===== src/rtl/apb_regfile_completer.sv =====
// ============================================================================
// apb_regfile_completer
//
// APB3 completer that terminates the bridge's APB master bus. It holds a small
// word-addressed register file and is the bridge's reference peripheral.
//
//   index 0            ID      read-only constant ID_VALUE; writes ignored
//   index 1            STATUS  write-1-to-clear, set by hw_event bits
//   index 2            IRQ_EN  read/write interrupt enable mask
//   index 3..NUM_REGS-1        general read/write (index 3 drives ctrl_out)
//
// A misaligned address or a word index at or beyond NUM_REGS is answered with
// PSLVERR=1 and PRDATA=0, and no register changes.
//
// Ports
//   pclk       APB clock, the only clock
//   preset     synchronous active-high reset
//   PADDR      byte address, word index = PADDR[31:2]
//   PSEL       completer select
//   PENABLE    access phase
//   PWRITE     1 = write, 0 = read
//   PWDATA     write data
//   PRDATA     read data, meaningful only while PREADY=1
//   PREADY     transfer complete (registered, one cycle wide)
//   PSLVERR    error response, meaningful only while PREADY=1
//   hw_event   event bits OR-ed into STATUS every cycle
//   irq        registered |(STATUS & IRQ_EN)
//   ctrl_out   current value of register 3
//   dbg_state  current FSM state (0 IDLE, 1 WAIT, 2 RESP)
//
// Handshake: a transfer starts with a setup cycle (PSEL=1, PENABLE=0) seen in
// IDLE; address, direction and write data are captured there and the master
// must hold PSEL high until PREADY=1. PREADY is high for exactly one cycle and
// PRDATA/PSLVERR are only meaningful in that cycle. PSEL falling before
// PREADY aborts the transfer without side effects. PENABLE is only used to
// recognise the setup cycle; a PENABLE drop mid-access is tolerated.
//
// Timing with WAIT_STATES=N: setup in cycle T0, PREADY=1 in cycle T0+N+2.
// ============================================================================
module apb_regfile_completer #(
    parameter int          NUM_REGS    = 8,
    parameter int          WAIT_STATES = 0,
    parameter logic [31:0] ID_VALUE    = 32'hA5B0_0001
) (
    input  logic        pclk,
    input  logic        preset,
    input  logic [31:0] PADDR,
    input  logic        PSEL,
    input  logic        PENABLE,
    input  logic        PWRITE,
    input  logic [31:0] PWDATA,
    output logic [31:0] PRDATA,
    output logic        PREADY,
    output logic        PSLVERR,
    input  logic [31:0] hw_event,
    output logic        irq,
    output logic [31:0] ctrl_out,
    output logic [1:0]  dbg_state
);

    localparam int IDX_W = $clog2(NUM_REGS);

    typedef enum logic [1:0] {
        ST_IDLE = 2'd0,
        ST_WAIT = 2'd1,
        ST_RESP = 2'd2
    } state_t;

    // ------------------------------------------------------------------------
    // State
    // ------------------------------------------------------------------------
    state_t      state_q, state_d;
    logic [3:0]  cnt_q, cnt_d;

    // Transfer captured in the setup cycle
    logic [31:0] addr_q;
    logic        pwrite_q;
    logic [31:0] wdata_q;

    // Register file. Entry 0 is unused storage (ID is a constant), entry 1 is
    // STATUS, entry 2 is IRQ_EN, the rest are general purpose.
    logic [31:0] rf_q [NUM_REGS];

    // ------------------------------------------------------------------------
    // Decode of the captured address
    // ------------------------------------------------------------------------
    logic             addr_err;
    logic [IDX_W-1:0] idx;
    logic [31:0]      read_val;

    always_comb begin
        addr_err = (addr_q[1:0] != 2'b00) || (addr_q[31:2] >= 30'(NUM_REGS));
        idx      = addr_q[IDX_W+1:2];
    end

    // Value returned on the commit edge: zero for writes and errors. It is
    // taken from the registers as they stand before that edge.
    always_comb begin
        read_val = '0;
        if (!pwrite_q && !addr_err) begin
            if (idx == '0) begin
                read_val = ID_VALUE;
            end else begin
                read_val = rf_q[idx];
            end
        end
    end

    // ------------------------------------------------------------------------
    // FSM next state
    // ------------------------------------------------------------------------
    logic latch_en;
    logic commit;

    always_comb begin
        state_d  = state_q;
        cnt_d    = cnt_q;
        latch_en = 1'b0;
        commit   = 1'b0;
        case (state_q)
            ST_IDLE: begin
                if (PSEL && !PENABLE) begin
                    latch_en = 1'b1;
                    cnt_d    = 4'(WAIT_STATES);
                    state_d  = ST_WAIT;
                end
            end
            ST_WAIT: begin
                // Loss of PSEL takes priority over everything else: the
                // master gave up, so nothing is committed.
                if (!PSEL) begin
                    state_d = ST_IDLE;
                end else if (cnt_q != 4'd0) begin
                    cnt_d = cnt_q - 4'd1;
                end else begin
                    commit  = 1'b1;
                    state_d = ST_RESP;
                end
            end
            ST_RESP: begin
                state_d = ST_IDLE;
            end
            default: begin
                state_d = ST_IDLE;
            end
        endcase
    end

    // ------------------------------------------------------------------------
    // Response and register updates
    // ------------------------------------------------------------------------
    logic        wr_en;
    logic [31:0] w1c_mask;
    logic [31:0] status_d;
    logic [31:0] irq_en_d;
    logic        irq_d;
    logic        pready_d;
    logic        pslverr_d;
    logic [31:0] prdata_d;

    always_comb begin
        wr_en     = commit && pwrite_q && !addr_err;
        w1c_mask  = (wr_en && idx == IDX_W'(1)) ? wdata_q : 32'h0;
        // A hardware event wins over a same-cycle software clear of that bit.
        status_d  = (rf_q[1] & ~w1c_mask) | hw_event;
        irq_en_d  = (wr_en && idx == IDX_W'(2)) ? wdata_q : rf_q[2];
        // irq follows the values the registers take on this edge.
        irq_d     = |(status_d & irq_en_d);
        pready_d  = commit;
        pslverr_d = commit && addr_err;
        prdata_d  = commit ? read_val : 32'h0;
    end

    always_ff @(posedge pclk) begin
        if (preset) begin
            state_q  <= ST_IDLE;
            cnt_q    <= 4'd0;
            addr_q   <= 32'h0;
            pwrite_q <= 1'b0;
            wdata_q  <= 32'h0;
            PREADY   <= 1'b0;
            PSLVERR  <= 1'b0;
            PRDATA   <= 32'h0;
            irq      <= 1'b0;
            for (int i = 0; i < NUM_REGS; i++) begin
                rf_q[i] <= 32'h0;
            end
        end else begin
            state_q <= state_d;
            cnt_q   <= cnt_d;
            if (latch_en) begin
                addr_q   <= PADDR;
                pwrite_q <= PWRITE;
                wdata_q  <= PWDATA;
            end
            PREADY  <= pready_d;
            PSLVERR <= pslverr_d;
            PRDATA  <= prdata_d;
            irq     <= irq_d;
            rf_q[0] <= 32'h0;
            rf_q[1] <= status_d;
            rf_q[2] <= irq_en_d;
            for (int i = 3; i < NUM_REGS; i++) begin
                if (wr_en && idx == IDX_W'(i)) begin
                    rf_q[i] <= wdata_q;
                end
            end
        end
    end

    always_comb begin
        ctrl_out  = rf_q[3];
        dbg_state = state_q;
    end

endmodule

===== config.mk =====
export PLATFORM = sky130hd
export DESIGN_NAME = apb_regfile_completer
export DESIGN_NICKNAME = d
export VERILOG_FILES = /design/src/rtl/apb_regfile_completer.sv
export SDC_FILE = /design/constraint.sdc
export NUM_CORES = 1
export LEC_CHECK = 0
export BUFFER_PORTS_ARGS = -buffer_cell sky130_fd_sc_hd__buf_2
export CAP_MARGIN = 15
export CORE_MARGIN = 3
export CORE_UTILIZATION = 45
export DETAILED_ROUTE_END_ITERATION = 8
export PLACE_DENSITY_LB_ADDON = 0.12
export SLEW_MARGIN = 20
export SYNTH_ARGS = -nofsm -noshare
export SYNTH_HDL_FRONTEND = slang
export SYNTH_SLANG_ARGS = --single-unit

===== constraint.sdc =====
create_clock -name pclk -period 4 [get_ports pclk]
set_clock_uncertainty 0.2 [all_clocks]
set_input_delay 0.2 -clock pclk [delete_from_list [all_inputs] [get_ports pclk]]
set_output_delay 0.2 -clock pclk [all_outputs]
set_load 0.01 [all_outputs]

# Word-level counts from Yosys, hierarchy flattened
# Memories as Yosys holds them, arrays and structs flattened. A register that Yosys moved wholly into a read port is not among the register bits.
# Cells that the tools add are included.
[op_classes]
n_addsub = 1
order_cmp = 1
n_eq_ne = 12
n_mux = 44
n_bitwise = 14
reduce_logical = 26
[ops]
columns = ["operator", "count"]
rows = [
  ["$mux W32", 11],
  ["$and A32 B32 Y32", 2],
  ["$not A32 Y32", 1],
  ["$or A32 B32 Y32", 1],
  ["$reduce_or A32 Y1", 1],
  ["$ge A30 B4 Y1 const B", 1],
  ["$mux W1", 23],
  ["$eq A3 B3 Y1 const B", 4],
  ["$logic_and A1 B1 Y1", 12],
  ["$mux W4", 3],
  ["$or A1 B1 Y1", 8],
  ["$pmux W4 S2", 1],
  ["$eq A3 B2 Y1 const B", 2],
  ["$mux W2", 3],
  ["$mux W3", 2],
  ["$ne A2 B2 Y1 const B", 3],
  ["$pmux W2 S2", 1],
  ["$reduce_and A4 Y1", 1],
  ["$reduce_bool A2 Y1", 2],
  ["$reduce_bool A4 Y1", 1],
  ["$reduce_or A4 Y1", 1],
  ["$sub A4 B1 Y4 const B", 1],
  ["$eq A3 B1 Y1 const B", 1],
  ["$logic_not A1 Y1", 3],
  ["8 further kinds", 9],
]
[totals]
ff_bits = 106
mem_bits_rw = 256
inputBits = 101
output_inout_bits = 69
wordCells = 109
n_memories = 1
[memory_table]
columns = ["memory", "words", "word_bits", "rd", "rd_clocked_by_memory_dff", "wr", "line_no", "source"]
rows = [
  ["rf_q", 8, 32, 4, 1, 8, "82", "logic [31:0] rf_q [NUM_REGS];"],
]

# Depth between registers and ports, before layout
# Gate-level depths: netlist of run 1.
[depth]
ltp_word = 13
ltp_mapped = 11
depth_no_buf = 9

# Least setup slack after synthesis of run 1
# OpenSTA, ideal clock, no wires.
[synth_timing]
path_type = "register to register"
startpoint = "register addr_q[9]"
endpoint = "memory rf_q[7][0], enable pin"
arrival_time_ns = 2.794
required_ns = 3.372
setup_slack_ns = 0.578
path_stages_with_launch = 6
path_buffers = 0
path_cell_list = "dfxtp_1 -> nor4_2 -> nand4_1 -> nor2_1 -> nand4_1 -> o21bai_1"
[synth_lines]
columns = ["item", "line_no", "source"]
rows = [
  ["start: declaration", "76", "logic [31:0] addr_q;"],
  ["start signal: assignment", "178", "addr_q <= 32'h0;"],
  ["start signal: assignment", "192", "addr_q <= PADDR;"],
  ["end: declaration", "82", ""],
]

# Worst setup path in the final report of run 1
[layout_timing]
startpoint = "register cnt_q[0]"
endpoint = "register irq"
[layout_between]
elab_chain_cells = 13
word_cells_on_any_way = 15
classes_between = "mux (5); bitwise (4); reduce/logical (6)"
[layout_lines]
columns = ["item", "line_no", "source"]
rows = [
  ["start: declaration", "73", "logic [3:0] cnt_q, cnt_d;"],
  ["start signal: assignment", "190", "cnt_q <= cnt_d;"],
  ["$reduce_bool A4 Y1 *", "133", "end else if (cnt_q != 4'd0) begin"],
  ["$mux W1 *", "133", ""],
  ["$mux W1 *", "131", "if (!PSEL) begin"],
  ["$mux W1 *", "120", "case (state_q)"],
  ["$logic_and A1 B1 Y1 * (2 in series)", "162", "wr_en = commit && pwrite_q && !addr_err;"],
  ["$logic_and A1 B1 Y1", "163", "w1c_mask = (wr_en && idx == IDX_W'(1)) ? wdata_q : 32'h0;"],
  ["$mux W32", "163", ""],
  ["$not A32 Y32", "165", "status_d = (rf_q[1] & ~w1c_mask) | hw_event;"],
  ["$and A32 B32 Y32", "165", ""],
  ["$or A32 B32 Y32", "165", ""],
  ["$and A32 B32 Y32 *", "168", "irq_d = |(status_d & irq_en_d);"],
  ["$reduce_or A32 Y1 *", "168", ""],
  ["end signal: assignment", "199", "irq <= irq_d;"],
  ["end: declaration", "56", "output logic irq,"],
]
# Mark *: on every way between the ends. The rest lies on a longest branch, timed or not.
# A chain may end at the register's enable or synchronous reset.

==> results of run 1 <==
==> how the worst max path moves through the flow <==
stage | startpoint | end | slack (ps) | cells past startpoint
after global routing | addr_q[9] | PRDATA[11] | 600 | 7
after global placement | cnt_q[0] | irq | 880 | 9
final | cnt_q[0] | irq | 750 | 9
after detailed placement | cnt_q[0] | irq | 790 | 9
after CTS | cnt_q[0] | irq | 770 | 9
after floorplan | addr_q[9] | rf_q[7][0] | 580 | 5
==> worst max-delay path, stage by stage, from the launching register on <==
cell and delay [ps]:
sky130_fd_sc_hd__dfxtp_1 310, sky130_fd_sc_hd__inv_1 70, sky130_fd_sc_hd__ha_1 180, sky130_fd_sc_hd__nor3b_2 290, sky130_fd_sc_hd__nand4_2 530, sky130_fd_sc_hd__nor4_1 520
sky130_fd_sc_hd__a211oi_1 100, sky130_fd_sc_hd__nor4_1 560, sky130_fd_sc_hd__and3_1 250, sky130_fd_sc_hd__a41oi_1 90
==> sequential cells by signal, indices dropped and copies added, names as in the netlist, named ones only <==
register   count
PRDATA        32
PREADY         1
PSLVERR        1
addr_q        32
cnt_q          4
dbg_state      2
irq            1
pwrite_q       1
rf_q         224
wdata_q       32
==> cell usage after synthesis, types with 7 or more instances <==
cell type                  number  area [um2]
sky130_fd_sc_hd__a211oi_1      16       120.1
sky130_fd_sc_hd__a21oi_1      124       620.6
sky130_fd_sc_hd__a22oi_1       39       292.8
sky130_fd_sc_hd__a31oi_1       17       106.4
sky130_fd_sc_hd__buf_1          7       26.28
sky130_fd_sc_hd__buf_2         19       95.09
sky130_fd_sc_hd__clkbuf_1      60       225.2
sky130_fd_sc_hd__dfxtp_1      173        3463
sky130_fd_sc_hd__edfxtp_1     160        4805
sky130_fd_sc_hd__inv_1         50       187.7
sky130_fd_sc_hd__mux2_2        48       540.5
sky130_fd_sc_hd__mux4_2        32       720.7
sky130_fd_sc_hd__nand2_1      134       503.0
sky130_fd_sc_hd__nand2b_1      53       331.6
sky130_fd_sc_hd__nand4_1       21       131.4
sky130_fd_sc_hd__nor2_1       191       716.9
sky130_fd_sc_hd__nor2b_1       34       212.7
sky130_fd_sc_hd__nor3_1        21       105.1
sky130_fd_sc_hd__nor4_1        20       125.1
sky130_fd_sc_hd__o31ai_1       16       120.1
==> placed cells by master (no fill, tap or decap), types with 3 or more instances in the layout <==
cell and instances:
sky130_fd_sc_hd__dlygate4sd3_1 100, sky130_fd_sc_hd__nand2b_1 52, sky130_fd_sc_hd__nand3_1 3, sky130_fd_sc_hd__mux2_2 48, sky130_fd_sc_hd__mux4_2 32, sky130_fd_sc_hd__clkbuf_8 5
sky130_fd_sc_hd__a31oi_1 17, sky130_fd_sc_hd__inv_1 50, sky130_fd_sc_hd__clkinv_2 7, sky130_fd_sc_hd__nor4_1 20, sky130_fd_sc_hd__nor4_2 6, sky130_fd_sc_hd__nand2_1 134
sky130_fd_sc_hd__clkbuf_1 11, sky130_fd_sc_hd__nand4_1 21, sky130_fd_sc_hd__and4_1 3, sky130_fd_sc_hd__a22oi_1 39, sky130_fd_sc_hd__nor2_1 191, sky130_fd_sc_hd__a21oi_1 124
sky130_fd_sc_hd__buf_2 168, sky130_fd_sc_hd__buf_4 27, sky130_fd_sc_hd__dfxtp_1 170, sky130_fd_sc_hd__clkbuf_16 41, sky130_fd_sc_hd__and3_1 4, sky130_fd_sc_hd__o31ai_1 16
sky130_fd_sc_hd__a211oi_1 16, sky130_fd_sc_hd__nor2b_1 33, sky130_fd_sc_hd__nor3_1 21, sky130_fd_sc_hd__edfxtp_1 160
==> per-stage QoR <==
stage | hold WS [ps] | util [%] | total power, mW | worst slack, ps | cells
after detailed placement | 239.6 | 50.22 | 4.367 | 787.2 | 1774
after floorplan | 100.5 | - | 4.141 | 577.9 | 1277
after global routing | 88.48 | 57.56 | 7.950 | 595.7 | 1942
after global placement | 232.8 | 50.22 | 4.361 | 879.1 | 1774
final | 66.67 | 57.56 | 7.682 | 745.3 | 1942
after CTS | 55.16 | 57.55 | 7.727 | 773.3 | 1941
==> cells by family after synthesis <==
kind of cell	count (synthesis)	share of synthesized area [%]
AO/OA/AOI/OAI	215	9.288
XOR/XNOR	2	0.1268
adder cells (fa/ha/maj)	1	0.09052
buffers and inverters	140	4.074
flip-flops	333	59.82
multiplexers	80	9.125
AND/OR/NAND/NOR	506	17.47
==> metal layers <==
metal  up-vias  share of wire [%]  track usage [%]
li1       5033                  -                -
met1      5170                 42            31.03
met2       360                 49            40.95
met3        68                6.3            4.792
met4         2                2.6            7.221
met5         -              0.018                0
==> area by class of cell <==
cell class	count	area, um2
Fill cell	2555	12710
Clock buffer	57	1136
Inverter	50	187.7
Sequential cell	333	8274
Timing Repair Buffer	297	2085
Tap cell	390	488.0
Multi-Input combinational cell	804	5009
Antenna cell	1	2.502
Clock inverter	10	58.81
==> report_power, final <==
group	internal, mW	switching (mW)	total [mW]
Sequential	3.69	0.0813	3.77
Combinational	0.251	0.351	0.602
Clock	1.97	1.34	3.31
==> qor_table.md, run 1 <==
| Group | Metric | Value |
|:---|:---|:---|
| synth | Average cell area after synthesis | 10.82 um2 |
| clocking | Number of setup buffers added after CTS | 0 |
| placed design | Routability congestion estimate | 0.8033 |
| worst setup path | Worst reg2reg path startpoint | cnt_q[0] |
| sta | RSZ-0062 raised after global routing | false |
| floorplan | Core Region | 0.02995 mm2 |
| clocking | Clock transition at path regs | 60 ps |
| route | Routed wire per std cell | 20.51 um |
| synth | Synthesis warning total | 0 |
| min path | Worst hold endpoint | wdata_q[27] |
| worst setup path | Startpoint kind of the worst setup timing path | flop |
| outcome | Outcome | complete, no violations |
| global routing | Wire length of the first global-routing pass | 61710 um |
| clocking | Number of buffers inserted by hold repair at cts | 100 |
| worst setup path | Worst Reg-to-Reg Cells | 9 |
| route | DR iter-0 viols | 760 |
| cells and area | Share of layout cells above drive strength 1 | 22.63% |
| placed design | Cell area reported after detailed placement | 0.01504 mm2 |
| route | Drc violations | 0 |
| sta | Transition at the pin with the smallest max-transition slack | 1053 ps |
| worst setup path | Worst Setup End Kind | flop |
| worst setup path | Critical path data required time | 4170 ps |
| floorplan | Die outline area | 0.03285 mm2 |
| global routing | Sum of overflow across all layers after global routing | 0 |
| floorplan | Number of placement rows | 63 |
| route | 1st-pass router iterations | 5 |
| floorplan | Effective utilization at floorplan | 46.14% |
| synth | Share of synthesized area occupied by flip-flops and latches | 59.82% |
| min path | Cells on Worst Hold Path | 5 |
| clocking | Worst-case clock buffer depth | 3 |
| synth | Yosys reg bits | 333 |
| worst setup path | Maximum net fanout on the critical path | 17 |
| worst setup path | Critical Setup Path Class | flop to flop |
| power | Peak supply drop | 292.1 uV |
| global routing | Initial antenna violation count | 2 |
| clocking | Cts repair resizes | 0 |
| synth | Synth async-reset ratio | 0% |
| min path | Startpoint of the worst hold path | PENABLE |
| synth | Dominant synthesized flop cell | sky130_fd_sc_hd__dfxtp_1 |
| sta | Final slew viol count | 0 |
| floorplan | Top-Level Pins | 170 |
| clocking | CTS tree | done |
| route | Total via count in the routed design | 10633 |
| sta | Worst rel slew slack | 29.75% |
| sta | Number of endpoints with negative hold slack in the final report | 0 |
| synth | Mapped Nets | 1379 |
| synth | Mapped Area | 0.01382 mm2 |
| global routing | Vias in the first global route | 10916 |
| cells and area | Number of nets at the end of the flow | 1625 |
| sta | Setup Total Neg Slack | 0 ps |
| power | Leakage power of the design | 6.696 nW |
| clocking | Clock latency on the worst-skew pair | 510 ps |
| route | Drt via density | 5.475 |
| sta | Total setup violations reported at the end of the flow | 0 |
| power | Power per cell area | 445.6 mW/mm2 |
| sta | Max Freq | 307.2 MHz |
| job | Total of max-cap violations | 0 |
| floorplan | Width of the die | 181.3 um |
| route | Total routed wirelength | 39820 um |
| global routing | Pin count of the biggest net entering global routing | 70 |
| placed design | IO buf count | 169 |
| placed design | DP Wirelength | 24840 um |
| clocking | Clock Sink Count | 333 |
| worst setup path | Terminus of the critical flop-to-flop path | irq |
| sta | Minimum clock period after layout | 3255 ps |
| synth | Cells after synthesis | 1277 |
| worst setup path | Setup slack of the most critical reg-to-reg path | 750 ps |
| clocking | Root cell of the clock tree | sky130_fd_sc_hd__clkbuf_16 |
| floorplan | Chip Height | 181.3 um |
| clocking | Number of levels in the clock H-tree | 2 |
| synth | Count of unique library cells instantiated by Yosys | 43 |
| route | Antenna violation net count after detailed routing | 0 |
| sta | Period Utilization, post-route | 81.37% |
| min path | Worst Hold Class | input pin to flop |
| global routing | Total Routing Usage GR | 23.99% |
| synth | Post-synth EDFFs | 160 |
| clocking | Number of buffers inserted during clock tree synthesis | 37 |
| cells and area | Synth-to-Final Area Change | 24.74% |
| cells and area | Layout Cell Area excl Fill | 0.01724 mm2 |
| worst setup path | Arrival time at the worst endpoint | 3430 ps |
Note: power is estimated with default switching activity, not from simulation.
==> inputs of run 2 (changes only) <==
Clock period 4 ns to 3.4 ns, I/O delays scaled along.
==> qor_table.md, run 2 (synthesized netlist as in run 1, its figures left out) <==
| Group | Metric | Value |
|:---|:---|:---|
| cells and area | FF+latch area | 0.008274 mm2 |
| worst setup path | Crit-path slowest cell | sky130_fd_sc_hd__a22oi_1 |
| cells and area | Number of nets at the end of the flow | 1653 |
| outcome | Outcome | complete, no violations |
| route | Routed wire per std cell | 20.43 um |
| cells and area | Synth-to-Final Area Change | 26.72% |
| power | Total Power Consumption | 8.961 mW |
| power | Gate power share | 8.4% |
| clocking | Number of setup buffers added after CTS | 0 |
| clocking | Number of levels in the clock H-tree | 2 |
| worst setup path | WP buf/inv | 2 |
| route | Antenna violation net count after detailed routing | 0 |
| power | Power per cell area | 511.6 mW/mm2 |
| clocking | Number of buffers inserted during clock tree synthesis | 37 |
| clocking | Root cell of the clock tree | sky130_fd_sc_hd__clkbuf_16 |
| sta | Final slew viol count | 0 |
| clocking | CTS tree | done |
| clocking | Clock transition at path regs | 60 ps |
| route | Total routed wirelength | 40180 um |
| route | DR iter-0 viols | 811 |
| cells and area | Antenna fix cells | 0 |
| cells and area | Filler cell count in the final layout | 2613 |
| power | Part of the power in registers | 49.4% |
| sta | Minimum clock period after layout | 3289 ps |
| sta | Transition at the pin with the smallest max-transition slack | 666.7 ps |
| worst setup path | Critical path data required time | 3570 ps |
| floorplan | Top-Level Pins | 170 |
| worst setup path | Arrival time at the worst endpoint | 3460 ps |
| min path | Worst Hold Class | input pin to flop |
| power | Internal power summed over all cells | 6.914 mW |
| route | Total via count in the routed design | 10626 |
| global routing | Vias in the first global route | 10895 |
| floorplan | Core Region | 0.02995 mm2 |
| global routing | Initial antenna violation count | 1 |
| global routing | Total Routing Usage GR | 24.22% |
| cells and area | Commonest non-fill, non-tap cell in the layout | sky130_fd_sc_hd__nor2_1 |
| clocking | Clock Sink Count | 333 |
| placed design | Routability congestion estimate | 0.8873 |
| clocking | Clock latency on the worst-skew pair | 510 ps |
| floorplan | Number of placement rows | 63 |
| cells and area | Commonest cells after routing, fill and taps aside | sky130_fd_sc_hd__nor2_1 (191), sky130_fd_sc_hd__dfxtp_1 (170), sky130_fd_sc_hd__buf_2 (168) |
| global routing | Sum of overflow across all layers after global routing | 0 |
| worst setup path | Startpoint kind of the worst setup timing path | flop |
| cells and area | Most flops, register | rf_q |
| sta | Total setup violations reported at the end of the flow | 0 |
| power | Peak supply drop | 292.5 uV |
| clocking | Worst-case clock buffer depth | 3 |
| floorplan | Chip Height | 181.3 um |
| floorplan | Die outline area | 0.03285 mm2 |
| placed design | DP Wirelength | 26060 um |
| cells and area | Multi-input logic area | 0.005010 mm2 |
| sta | Period Utilization, post-route | 96.75% |
| worst setup path | Worst Setup End Kind | flop |
| sta | Worst rel slew slack | 55.52% |
| route | 1st-pass router iterations | 5 |
| job | Total of max-cap violations | 0 |
| sta | Number of endpoints with negative hold slack in the final report | 0 |
| sta | RSZ-0062 raised after global routing | false |
| route | Drc violations | 0 |
| worst setup path | Worst stage delay on the critical path | 490 ps |
| global routing | Wire length of the first global-routing pass | 62360 um |
| placed design | IO buf count | 169 |
| worst setup path | Maximum net fanout on the critical path | 16 |
| floorplan | Effective utilization at floorplan | 46.14% |
| worst setup path | Cell family with the largest share of critical-path delay | simple AND/OR/NAND/NOR gates |
| worst setup path | Critical path, cell by cell | nor4_2 -> nand4_1 -> buf_4 -> nor3_2 -> buf_4 -> a31oi_1 -> a22oi_1 -> and3_1 -> a41oi_1 |
| floorplan | Width of the die | 181.3 um |
| worst setup path | Critical Setup Path Class | flop to flop |
| power | Switching fraction of total power | 22.84% |
| power | Switching power summed over all nets | 2.046 mW |
| cells and area | Share of layout cells above drive strength 1 | 22.64% |
| global routing | Pin count of the biggest net entering global routing | 84 |
| sta | Min Hold Slack | 4.927 ps |
| worst setup path | Cell repeated most along the worst path | sky130_fd_sc_hd__buf_4 |
| power | Leakage power of the design | 6.803 nW |
| route | Drt via density | 5.402 |
| power | Clock network fraction of total power | 42.2% |
| cells and area | Flip-flop count of the largest register, all copies and words added | 224 |
| sta | Max Freq | 304.0 MHz |
-- run 2: cell types whose count changed in the layout (fill, tap and decap cells not counted), moves of 3 or more --
cell | before | now
sky130_fd_sc_hd__buf_12 | 2 | 9
sky130_fd_sc_hd__clkinv_2 | 7 | 2
sky130_fd_sc_hd__clkbuf_1 | 11 | 17
sky130_fd_sc_hd__buf_4 | 27 | 33
sky130_fd_sc_hd__clkbuf_16 | 41 | 38
sky130_fd_sc_hd__dlygate4sd3_1 | 100 | 115
-- run 2: power groups by stage --
stage / logic (mW) / registers, mW / clock network, mW
2_1_floorplan: 0.388 / 4.48 / 0
3_3_place_gp: 0.644 / 4.51 / 0
3_5_place_dp: 0.650 / 4.51 / 0
4_1_cts: 0.751 / 4.43 / 3.85
5_1_grt: 0.821 / 4.44 / 4.02
6_report: 0.756 / 4.43 / 3.78
-- run 2: worst paths after layout --
kind	start	endpoint	slack, ps	depth (start not counted)
max	addr_q[14]	irq	110	9
min	PENABLE	flop	5	5
max reg2reg	addr_q[14]	irq	110	9
min reg2reg	addr_q[13]	addr_q[13]	260	2
-- run 2: cell type report --
class | count | area share, %
Tap cell | 390 | 2.786
Sequential cell | 333 | 47.24
Timing Repair Buffer | 325 | 13.82
Inverter | 50 | 1.072
Multi-Input combinational cell | 804 | 28.60
Clock inverter | 5 | 0.2929
Clock buffer | 60 | 6.187
-- run 2: routing by layer --
layer  track usage (%)  wire length, um  up-vias
met5                 0               13        -
met4             7.069             1064        2
met3             3.745             2228       72
met2             41.17            19710      334
met1             32.25            17170     5141
li1                  -                -     5077
-- run 2: repair_timing --
action / in CTS / in global routing
hold buffers: 115 / 0
gates resized for setup: 0 / 1
hold endpoints to repair: 102 / 0
setup endpoints to repair: 0 / 1
-- run 2: worst register-to-register path, delay by kind of cell, from the launching register on --
family	cells	cell delay [ps]
buffers and inverters	2	690
flip-flops	1	310
AO/OA/AOI/OAI	3	750
AND/OR/NAND/NOR	4	1210
-- run 2: per-stage QoR --
stage | utilization, % | cell area (um2) | setup WS [ps] | cells | setup TNS [ps]
after floorplan | - | 13820 | -22.12 | 1277 | -1415
after CTS | 58.47 | 17510 | 98.51 | 1967 | 0
final | 58.47 | 17510 | 110.7 | 1967 | 0
after detailed placement | 50.84 | 15230 | 127.0 | 1787 | 0
after global placement | 50.84 | 15230 | 149.7 | 1787 | 0
after global routing | 58.47 | 17510 | 28.54 | 1967 | 0
==> inputs of run 3 (changes only) <==
==> constraint.sdc (replaced) <==
create_clock -name pclk -period 3.4 [get_ports pclk]
set_clock_uncertainty 0.2 [all_clocks]
set_input_delay 0.34 -clock pclk [delete_from_list [all_inputs] [get_ports pclk]]
set_output_delay 0.34 -clock pclk [all_outputs]
set_load 0.01 [all_outputs]
==> qor_table.md, run 3 (synthesized netlist as in run 1, its figures left out) <==
| Group | Metric | Value |
|:---|:---|:---|
| worst setup path | Critical path data required time | 3560 ps |
| route | Total via count in the routed design | 10552 |
| cells and area | Antenna fix cells | 0 |
| clocking | Worst-case clock buffer depth | 3 |
| clocking | Number of setup buffers added after CTS | 0 |
| floorplan | Number of placement rows | 63 |
| placed design | DP Wirelength | 25510 um |
| clocking | Number of buffers inserted during clock tree synthesis | 36 |
| sta | Minimum clock period after layout | 2980 ps |
| global routing | Total Routing Usage GR | 23.65% |
| route | Drt via density | 5.482 |
| route | Antenna violation net count after detailed routing | 0 |
| worst setup path | Startpoint kind of the worst setup timing path | flop |
| placed design | IO buf count | 169 |
| clocking | Cts repair resizes | 0 |
| global routing | Sum of overflow across all layers after global routing | 0 |
| floorplan | Die outline area | 0.03285 mm2 |
| clocking | Clock latency on the worst-skew pair | 510 ps |
| cells and area | Most flops, register | rf_q |
| power | Power per cell area | 517.5 mW/mm2 |
| placed design | Minimum setup slack after placement | 441.0 ps |
| route | Drc violations | 0 |
| route | DR iter-0 viols | 808 |
| outcome | Outcome | complete, no violations |
| floorplan | Chip Height | 181.3 um |
| cells and area | Commonest non-fill, non-tap cell in the layout | sky130_fd_sc_hd__nor2_1 |
| sta | RSZ-0062 raised after global routing | false |
| floorplan | Core Region | 0.02995 mm2 |
| global routing | Vias in the first global route | 10618 |
| worst setup path | Arrival time at the worst endpoint | 3140 ps |
| clocking | CTS tree | done |
| worst setup path | Critical Setup Path Class | flop to flop |
| cells and area | Share of layout cells above drive strength 1 | 22.80% |
| cells and area | Number of nets at the end of the flow | 1611 |
| job | Total of max-cap violations | 0 |
| power | Peak supply drop | 295.7 uV |
| sta | Smallest setup slack after layout | 419.9 ps |
| sta | Worst rel slew slack | 51.96% |
| placed design | Routability congestion estimate | 0.8688 |
| sta | Max Freq | 335.6 MHz |
| route | Total routed wirelength | 39270 um |
| worst setup path | Worst Setup End Kind | flop |
| min path | Worst Hold Class | input pin to flop |
| cells and area | Flip-flop count of the largest register, all copies and words added | 224 |
| global routing | Pin count of the biggest net entering global routing | 114 |
| sta | Final slew viol count | 0 |
| global routing | Wire length of the first global-routing pass | 60820 um |
| sta | Transition at the pin with the smallest max-transition slack | 720.7 ps |
| sta | Setup Total Neg Slack | 0 ps |
| cells and area | Commonest cells after routing, fill and taps aside | sky130_fd_sc_hd__nor2_1 (191), sky130_fd_sc_hd__dfxtp_1 (170), sky130_fd_sc_hd__buf_2 (168) |
| global routing | Initial antenna violation count | 0 |
| clocking | Clock Sink Count | 333 |
| worst setup path | Maximum net fanout on the critical path | 13 |
| clocking | Clock transition at path regs | 60 ps |
| power | Leakage power of the design | 6.606 nW |
| clocking | Number of levels in the clock H-tree | 2 |
| clocking | Number of buffers inserted by hold repair at cts | 80 |
| floorplan | Width of the die | 181.3 um |
| route | Routed wire per std cell | 20.40 um |
| sta | Period Utilization, post-route | 87.65% |
| floorplan | Top-Level Pins | 170 |
| sta | Number of endpoints with negative hold slack in the final report | 0 |
| clocking | Root cell of the clock tree | sky130_fd_sc_hd__clkbuf_16 |
| sta | Min Hold Slack | 3.066 ps |
| cells and area | Synth-to-Final Area Change | 23.50% |
| sta | Total setup violations reported at the end of the flow | 0 |
| floorplan | Effective utilization at floorplan | 46.14% |
| route | 1st-pass router iterations | 5 |
[run 3: per-layer routing]
metal / track usage [%] / vias up / wire length [um]
met1: 31.79 / 5134 / 16680
met2: 39.59 / 361 / 19020
li1: - / 4992 / -
met3: 4.228 / 65 / 2483
met4: 6.642 / 0 / 1090
met5: 0 / - / 0
[run 3: metrics by stage]
| stage | cell area [um2] | instances | util, % | total power [mW] |
|---|---|---|---|---|
| after detailed placement | 15170 | 1781 | 50.64 | 5.152 |
| after global placement | 15170 | 1781 | 50.64 | 5.140 |
| final | 17070 | 1925 | 56.98 | 8.833 |
| after global routing | 17070 | 1925 | 56.98 | 9.136 |
| after CTS | 17070 | 1925 | 56.98 | 8.884 |
| after floorplan | 13820 | 1277 | - | 4.872 |
[run 3: cell type report]
class,instances,area (um2)
fill,2643,12880
tap,390,488.0
timing repair buffer,284,2012
clock buffer,51,1010
clock inverter,13,88.84
sequential,333,8274
multi-input combinational,804,5009
inverter,50,187.7
[run 3: power by group]
group,switching [mW],leakage [nW],internal (mW),total (mW)
registers,0.0896,3.07,4.34,4.43
clock network,1.55,0.531,2.15,3.69
logic,0.417,3.01,0.294,0.711
total,2.06,6.61,6.78,8.83
[run 3: critical path, stage by stage, from the launching register on]
cell and delay (ps):
sky130_fd_sc_hd__dfxtp_1 320, sky130_fd_sc_hd__inv_1 70, sky130_fd_sc_hd__ha_1 180, sky130_fd_sc_hd__nor3b_2 240, sky130_fd_sc_hd__nand4_1 230, sky130_fd_sc_hd__buf_4 260, sky130_fd_sc_hd__o31ai_1 290, sky130_fd_sc_hd__a211oi_1 120
sky130_fd_sc_hd__nor4_1 560, sky130_fd_sc_hd__and3_1 250, sky130_fd_sc_hd__a41oi_1 90
[run 3: worst paths after layout]
check / to / from / slack [ps] / cells after the start
worst max-delay path: irq / cnt_q[0] / 420 / 10
worst min-delay path: rf_q[1][6] / hw_event[6] / 3 / 3
worst max register to register: irq / cnt_q[0] / 420 / 10
worst min register to register: addr_q[7] / addr_q[7] / 250 / 2
